<file path="src/rtl/forwarding_hazard_unit.sv">
// Operand forwarding select and load-use stall for an in-order pipeline.
// Optional macro FWD_STALL_CNT_EN adds a saturating 32-bit stall_count output.

module fhu_src_lane #(
   parameter int FWD_STAGES = 2,
   parameter int LOAD_LAT   = 1,
   parameter int SEL_W      = 2
) (
   input  logic                       ex_used,
   input  logic [4:0]                 ex_src,
   input  logic                       id_used,
   input  logic [4:0]                 id_src,
   input  logic [FWD_STAGES:0]        stg_vld,
   input  logic [FWD_STAGES:0]        stg_rw,
   input  logic [LOAD_LAT-1:0]        stg_mr,
   input  logic [FWD_STAGES:0][4:0]   stg_rd,
   output logic [SEL_W-1:0]           fwd_sel,
   output logic                       hazard
);
   // Scan oldest to youngest so the youngest matching stage overwrites.
   always_comb begin
      fwd_sel = '0;
      for (int k = FWD_STAGES; k >= 1; k--) begin
         if (ex_used && ex_src != 5'd31 && stg_vld[k] && stg_rw[k] && stg_rd[k] == ex_src)
            fwd_sel = SEL_W'(k);
      end
   end

   always_comb begin
      hazard = 1'b0;
      for (int k = 0; k < LOAD_LAT; k++) begin
         if (id_used && id_src != 5'd31 && stg_vld[k] && stg_rw[k] && stg_mr[k] &&
             stg_rd[k] == id_src)
            hazard = 1'b1;
      end
   end
endmodule

module forwarding_hazard_unit #(
   parameter  int NUM_SRC    = 3,
   parameter  int FWD_STAGES = 2,
   parameter  int LOAD_LAT   = 1,
   localparam int SEL_W      = $clog2(FWD_STAGES+1)
) (
   input  logic                       clk,
   input  logic                       reset,
   input  logic                       id_valid,
   input  logic [5*NUM_SRC-1:0]       id_src,
   input  logic [NUM_SRC-1:0]         id_src_used,
   input  logic [4:0]                 id_rd,
   input  logic                       id_regwrite,
   input  logic                       id_memread,
   input  logic                       flush,
   output logic [SEL_W*NUM_SRC-1:0]   fwd_sel,
   output logic                       stall
`ifdef FWD_STALL_CNT_EN
   ,output logic [31:0]               stall_count
`endif
);
   typedef struct packed {
      logic [4:0]                rd;
      logic                      regwrite;
      logic                      memread;
      logic [NUM_SRC-1:0][4:0]   src;
      logic [NUM_SRC-1:0]        src_used;
   } trk_t;

   logic [FWD_STAGES:0]        vld_pipe;
   trk_t [FWD_STAGES:0]        trk;
   logic [FWD_STAGES:0][4:0]   stg_rd;
   logic [FWD_STAGES:0]        stg_rw;
   logic [LOAD_LAT-1:0]        stg_mr;
   logic [NUM_SRC-1:0]         hz;
   logic                       unused_trk;

   always_comb begin
      stg_rd = '0;
      stg_rw = '0;
      stg_mr = '0;
      for (int k = 0; k <= FWD_STAGES; k++) begin
         stg_rd[k] = trk[k].rd;
         stg_rw[k] = trk[k].regwrite;
      end
      for (int k = 0; k < LOAD_LAT; k++)
         stg_mr[k] = trk[k].memread;
   end

   // Sources in post-EX stages travel with the entry but are never consulted.
   assign unused_trk = ^trk;

   for (genvar i = 0; i < NUM_SRC; i++) begin : g_lane
      fhu_src_lane #(
         .FWD_STAGES (FWD_STAGES),
         .LOAD_LAT   (LOAD_LAT),
         .SEL_W      (SEL_W)
      ) u_lane (
         .ex_used (vld_pipe[0] & trk[0].src_used[i]),
         .ex_src  (trk[0].src[i]),
         .id_used (id_src_used[i]),
         .id_src  (id_src[5*i +: 5]),
         .stg_vld (vld_pipe),
         .stg_rw  (stg_rw),
         .stg_mr  (stg_mr),
         .stg_rd  (stg_rd),
         .fwd_sel (fwd_sel[SEL_W*i +: SEL_W]),
         .hazard  (hz[i])
      );
   end

   assign stall = id_valid & ~flush & (|hz);

   always_ff @(posedge clk) begin
      if (reset) begin
         vld_pipe <= '0;
         trk      <= '0;
      end else begin
         vld_pipe        <= {vld_pipe[FWD_STAGES-1:0], id_valid & ~stall & ~flush};
         trk[0].rd       <= id_rd;
         trk[0].regwrite <= id_regwrite;
         trk[0].memread  <= id_memread;
         trk[0].src      <= id_src;
         trk[0].src_used <= id_src_used;
         for (int k = 1; k <= FWD_STAGES; k++)
            trk[k] <= trk[k-1];
      end
   end

`ifdef FWD_STALL_CNT_EN
   always_ff @(posedge clk) begin
      if (reset)
         stall_count <= '0;
      else if (stall && stall_count != 32'hFFFF_FFFF)
         stall_count <= stall_count + 32'd1;
   end
`endif
endmodule

</file>
<file path="config.mk">
export PLATFORM = sky130hd
export DESIGN_NAME = forwarding_hazard_unit
export DESIGN_NICKNAME = d
export VERILOG_FILES = /design/src/rtl/forwarding_hazard_unit.sv
export SDC_FILE = /design/constraint.sdc
export NUM_CORES = 1
export LEC_CHECK = 0
export ABC_AREA = 1
export CAP_MARGIN = 20
export CORE_MARGIN = 2
export CORE_UTILIZATION = 54
export CTS_BUF_LIST = sky130_fd_sc_hd__clkbuf_8
export DETAILED_ROUTE_END_ITERATION = 7
export PLACE_DENSITY = 0.82
export SLEW_MARGIN = 0
export SYNTH_ARGS = -nofsm -noshare
export SYNTH_HDL_FRONTEND = slang
export SYNTH_SLANG_ARGS = --single-unit
</file>
<file path="constraint.sdc">
create_clock -name clk -period 1.35 [get_ports clk]
set_clock_uncertainty 0.1 [all_clocks]
set_input_delay 0.27 -clock clk [delete_from_list [all_inputs] [get_ports clk]]
set_output_delay 0.27 -clock clk [all_outputs]
set_load 0.1 [all_outputs]
</file>
==> summary.md <==
| Metric | Value |
|---|---|
| Status | complete, but fails checks |
| Violated checks | negative setup slack |
| Crit path cell chain | nand2_2 > nor2_4 > nand2_1 > nor2_1 > nand3_1 > nand3_2 > nand2_2 > clkinvlp_4 > buf_12 |
| First-pass GRT wire length | 8980 um |
| Clock power frac | 32.4% |
| Core area | ~0.0034 mm2 |
| Crit. End Element | output port |
| Logic pwr share | 16.7% |
| Area contributors post-synth | dfxtp_1 42%, nand2_1 13%, nor2_1 12% |
| Leakage power total | about 1.4 nW |
| CP most frequent cell | nand2_2 |
| Post-synth net total | 320 |
| Layout Nets | around 400 |
| Latest clock arrival within the worst-skew pair | 0.29 ns |
| GRT Overall Usage | 28.3% |
| Initial antenna violation count | 0 |
| Die Wd | 63.7 um |
| Fin. max-slew vios | 0 |
| Area post-placement | about 0.0027 mm2 |
| Origin of the critical flop-to-flop path | stg_rd[2]$_SDFF_PP0_ |
| Synth Cell Area | 0.00193 mm2 |
| Drt first pass iters | 5 |
| Clock Tree Buf Depth | 2 |
| Req. time, crit path | 0.98 ns |
| Largest net degree at the start of global routing | 22 |
| Residual antenna-violating net count after detailed routing | 0 |
| Site Rows | 21 |
| Top cell family by delay on the critical path | simple AND/OR/NAND/NOR gates |
| Drt drc | 0 |
| Total I/O pin count | 36 |
| Simple-Gate Fraction of Synth Area | 34.0% |
| Mux cell area share after synthesis | 0% |
| Die ar. | between 0.004 and 0.005 mm2 |
| CP arrival | 1.68 ns |
| Vias | 2,248 |
| Largest family of logic cells by synthesized area | simple AND/OR/NAND/NOR gates |
| Netlist cell types | 22 |
| Final WS setup | -0.696 ns |
| Highest-delay cell along the critical path | dfxtp_1 |
| Root buffer cell | clkbuf_8 |
| CTS tree | built |
| GRT overflow | 0 |
| Setup violations, final | 8 |
| Cts bufs inserted | 5 |
| Setup Crit Path Kind | reg -> out |
| R2R depth | 15 |
| RSZ-0062 raised after global routing | true |
| Reg clk slew, reported paths | 0.08 ns |
| Xor/xnor cell area share of the yosys netlist | 6.82% |
| Die H | between 60 and 70 um |
| Async set-reset flop share out of synthesis | 0% |
| Crit path largest cell delay | 0.37 ns |
| Crit Path Max Fanout | 3 |
| Final Hold Viols | 0 |
| Count leader, synth | nand2_1 |
| R2R Setup Slk | -0.62 ns |
| Avg WL per Cell | 15.7 um |
| Gate Count Post-Synth | 291 |
| CP Buf/Inv Count | 2 |
| Worst hold slack | 0.229 ns |
| Top_reg_cell synth | dfxtp_1 |
| Worst Hold Path EP | trk[10]$_SDFF_PP0_ |
| GPL Wtd Cong | between 0.9 and 1 |
| Sequential cell fraction of total power | 50.9% |
| #FFs+latches synth | 40 |
| Pwr dens | approximately 850 mW/mm2 |
| Compound-gate portion of the synthesized area | 5.85% |
| Overall routed net length | 6600 um |
| Maximum clock frequency | about 500 MHz |
| Cells after DPL | 401 |
| Total power | between 0.002 and 0.003 W |
| Pint | approximately 0.0019 W |
| Via-per-instance ratio | 5.35 |
| H-tree Lvls | 2 |
| Worst flop-to-flop path endpoint | vld_pipe[0]$_SDFF_PP0_ |
| P&R area growth vs syn | 56.4% |
| Mean Syn Cell Area | 6.62 um2 |
| Post-synthesis sequential area ratio | roughly 42% |
| Final cell count without fillers | 420 |
| Slew margin rel. | 80.2% |
| Worst hold path cell count | 4 |
| Final Critical Period | 2.05 ns |
| Final Cycle Share | 152% |
| Peak supply drop | 714 uV |
| Yosys warns | 0 |
| Finished Core Util | 88.9% |
| Net Sw Power | 0.000715 W |
| Layout cells sized above 1 | a little under two fifths |
| Hold_sp | id_src[7] |
| Worst hold path type | in -> reg |
| Yosys top cell by area | dfxtp_1 |
| Actual slew at the worst max-slew pin | 0.296 ns |
| IO buf count | 35 |
| Number of global-route vias before repair | roughly 2.0k |
| Dpl hpwl | between 3000 and 4000 um |
| Number of synthesized flops with an enable pin | 0 |
| Diodes inserted | 0 |
| # clock sinks | 40 |
| Commonest cells post-synth | 68 x nand2_1, 59 x nor2_1, 54 x inv_1, 40 x dfxtp_1, 11 x a21oi_1 |
| Cell area after layout | 0.00301 mm2 |
| Initial DRC Count | 167 |
| Starting density of the core | 56.8% |
| Switching Fraction | 27.9% |
| Yosys top cell area share | between 40 and 50% |
| Startpoint types | register |
| Synthesized-area fraction occupied by adder cells | 0% |
| Maxcap violations | 0 |
logic make-up (layout without fill, tap and decap cells):
kind of cell | after synthesis | count (layout)
AND/OR/NAND/NOR | 154 | 154
XOR/XNOR | 15 | 15
buffers and inverters | 60 | 143
flip-flops | 40 | 40
AO/OA/AOI/OAI | 22 | 22
timing repair:
action | in CTS | in global routing
setup endpoints to repair | 7 | 8
buffers inserted | 9 | 2
pin swaps | 19 | 18
hold buffers | 0 | 0
gates resized for setup | 54 | 40
worst max path at each step:
stage / end / slack [ns] / depth (start not counted) / from
5_1_grt: stall / -0.77 / 9 / stg_mr$_SDFF_PP0_
6_report: stall / -0.70 / 9 / stg_mr$_SDFF_PP0_
4_1_cts: stall / -0.61 / 9 / stg_rw[0]$_SDFF_PP0_
3_3_place_gp: stall / -0.61 / 9 / id_src[10]
2_1_floorplan: fwd_sel[3] / -0.89 / 6 / stg_rd[5]$_SDFF_PP0_
3_5_place_dp: stall / -0.66 / 9 / id_src[11]
cell usage in the layout (no fill, tap or decap), types with 8 or more instances in the layout:
cell	synthesis	final
dfxtp_4	0	9
clkdlybuf4s50_1	0	12
nand2_1	68	62
o21ai_1	2	8
nor2_1	59	54
dfxtp_1	40	9
xor2_1	8	8
inv_2	2	17
dfxtp_2	0	22
buf_4	0	41
dlygate4sd2_1	0	14
inv_1	54	35
power groups by stage:
stage	registers (W)	clock network [W]	logic, W
finish	0.00131	0.000831	0.000429
floorplan	0.00130	0	0.000187
CTS	0.00130	0.000809	0.000383
global route	0.00131	0.000885	0.000468
detailed placement	0.00132	0	0.000374
global placement	0.00132	0	0.000363
tightest hold or removal path: stages:
cell and delay [ns]:
dlymetal6s2s_1 0.14, inv_2 0.06, buf_4 0.09, nor2_1 0.03
sequential cells by signal, summed over array words and instances, names as in the netlist:
signal / cells
trk: 18
stg_mr: 1
stg_rd: 15
stg_rw: 3
vld_pipe: 3
area by class of cell:
cell class	count	area, um2
clock buffers	6	82.6
clock inverters	2	11.3
fillers	159	378
inverters	56	224
multi-input cells	191	1020
flip-flops and latches	40	862
well taps	46	57.6
repair buffers	79	749
through the flow:
stage | setup slack [ns] | setup TNS, ns
floorplan | -0.888 | -3.75
global placement | -0.607 | -2.48
detailed placement | -0.658 | -2.66
CTS | -0.610 | -4.23
global route | -0.773 | -5.28
finish | -0.696 | -4.66
per-layer routing:
metal  share of wire [%]  GRT usage [%]  up-vias
li1                    -              -     1045
met1                  36           32.0     1022
met2                  50           51.2      129
met3                 7.6           6.25       52
met4                 7.3           11.4        0
met5                   0              0        -
(Power assumes the default switching activity.)
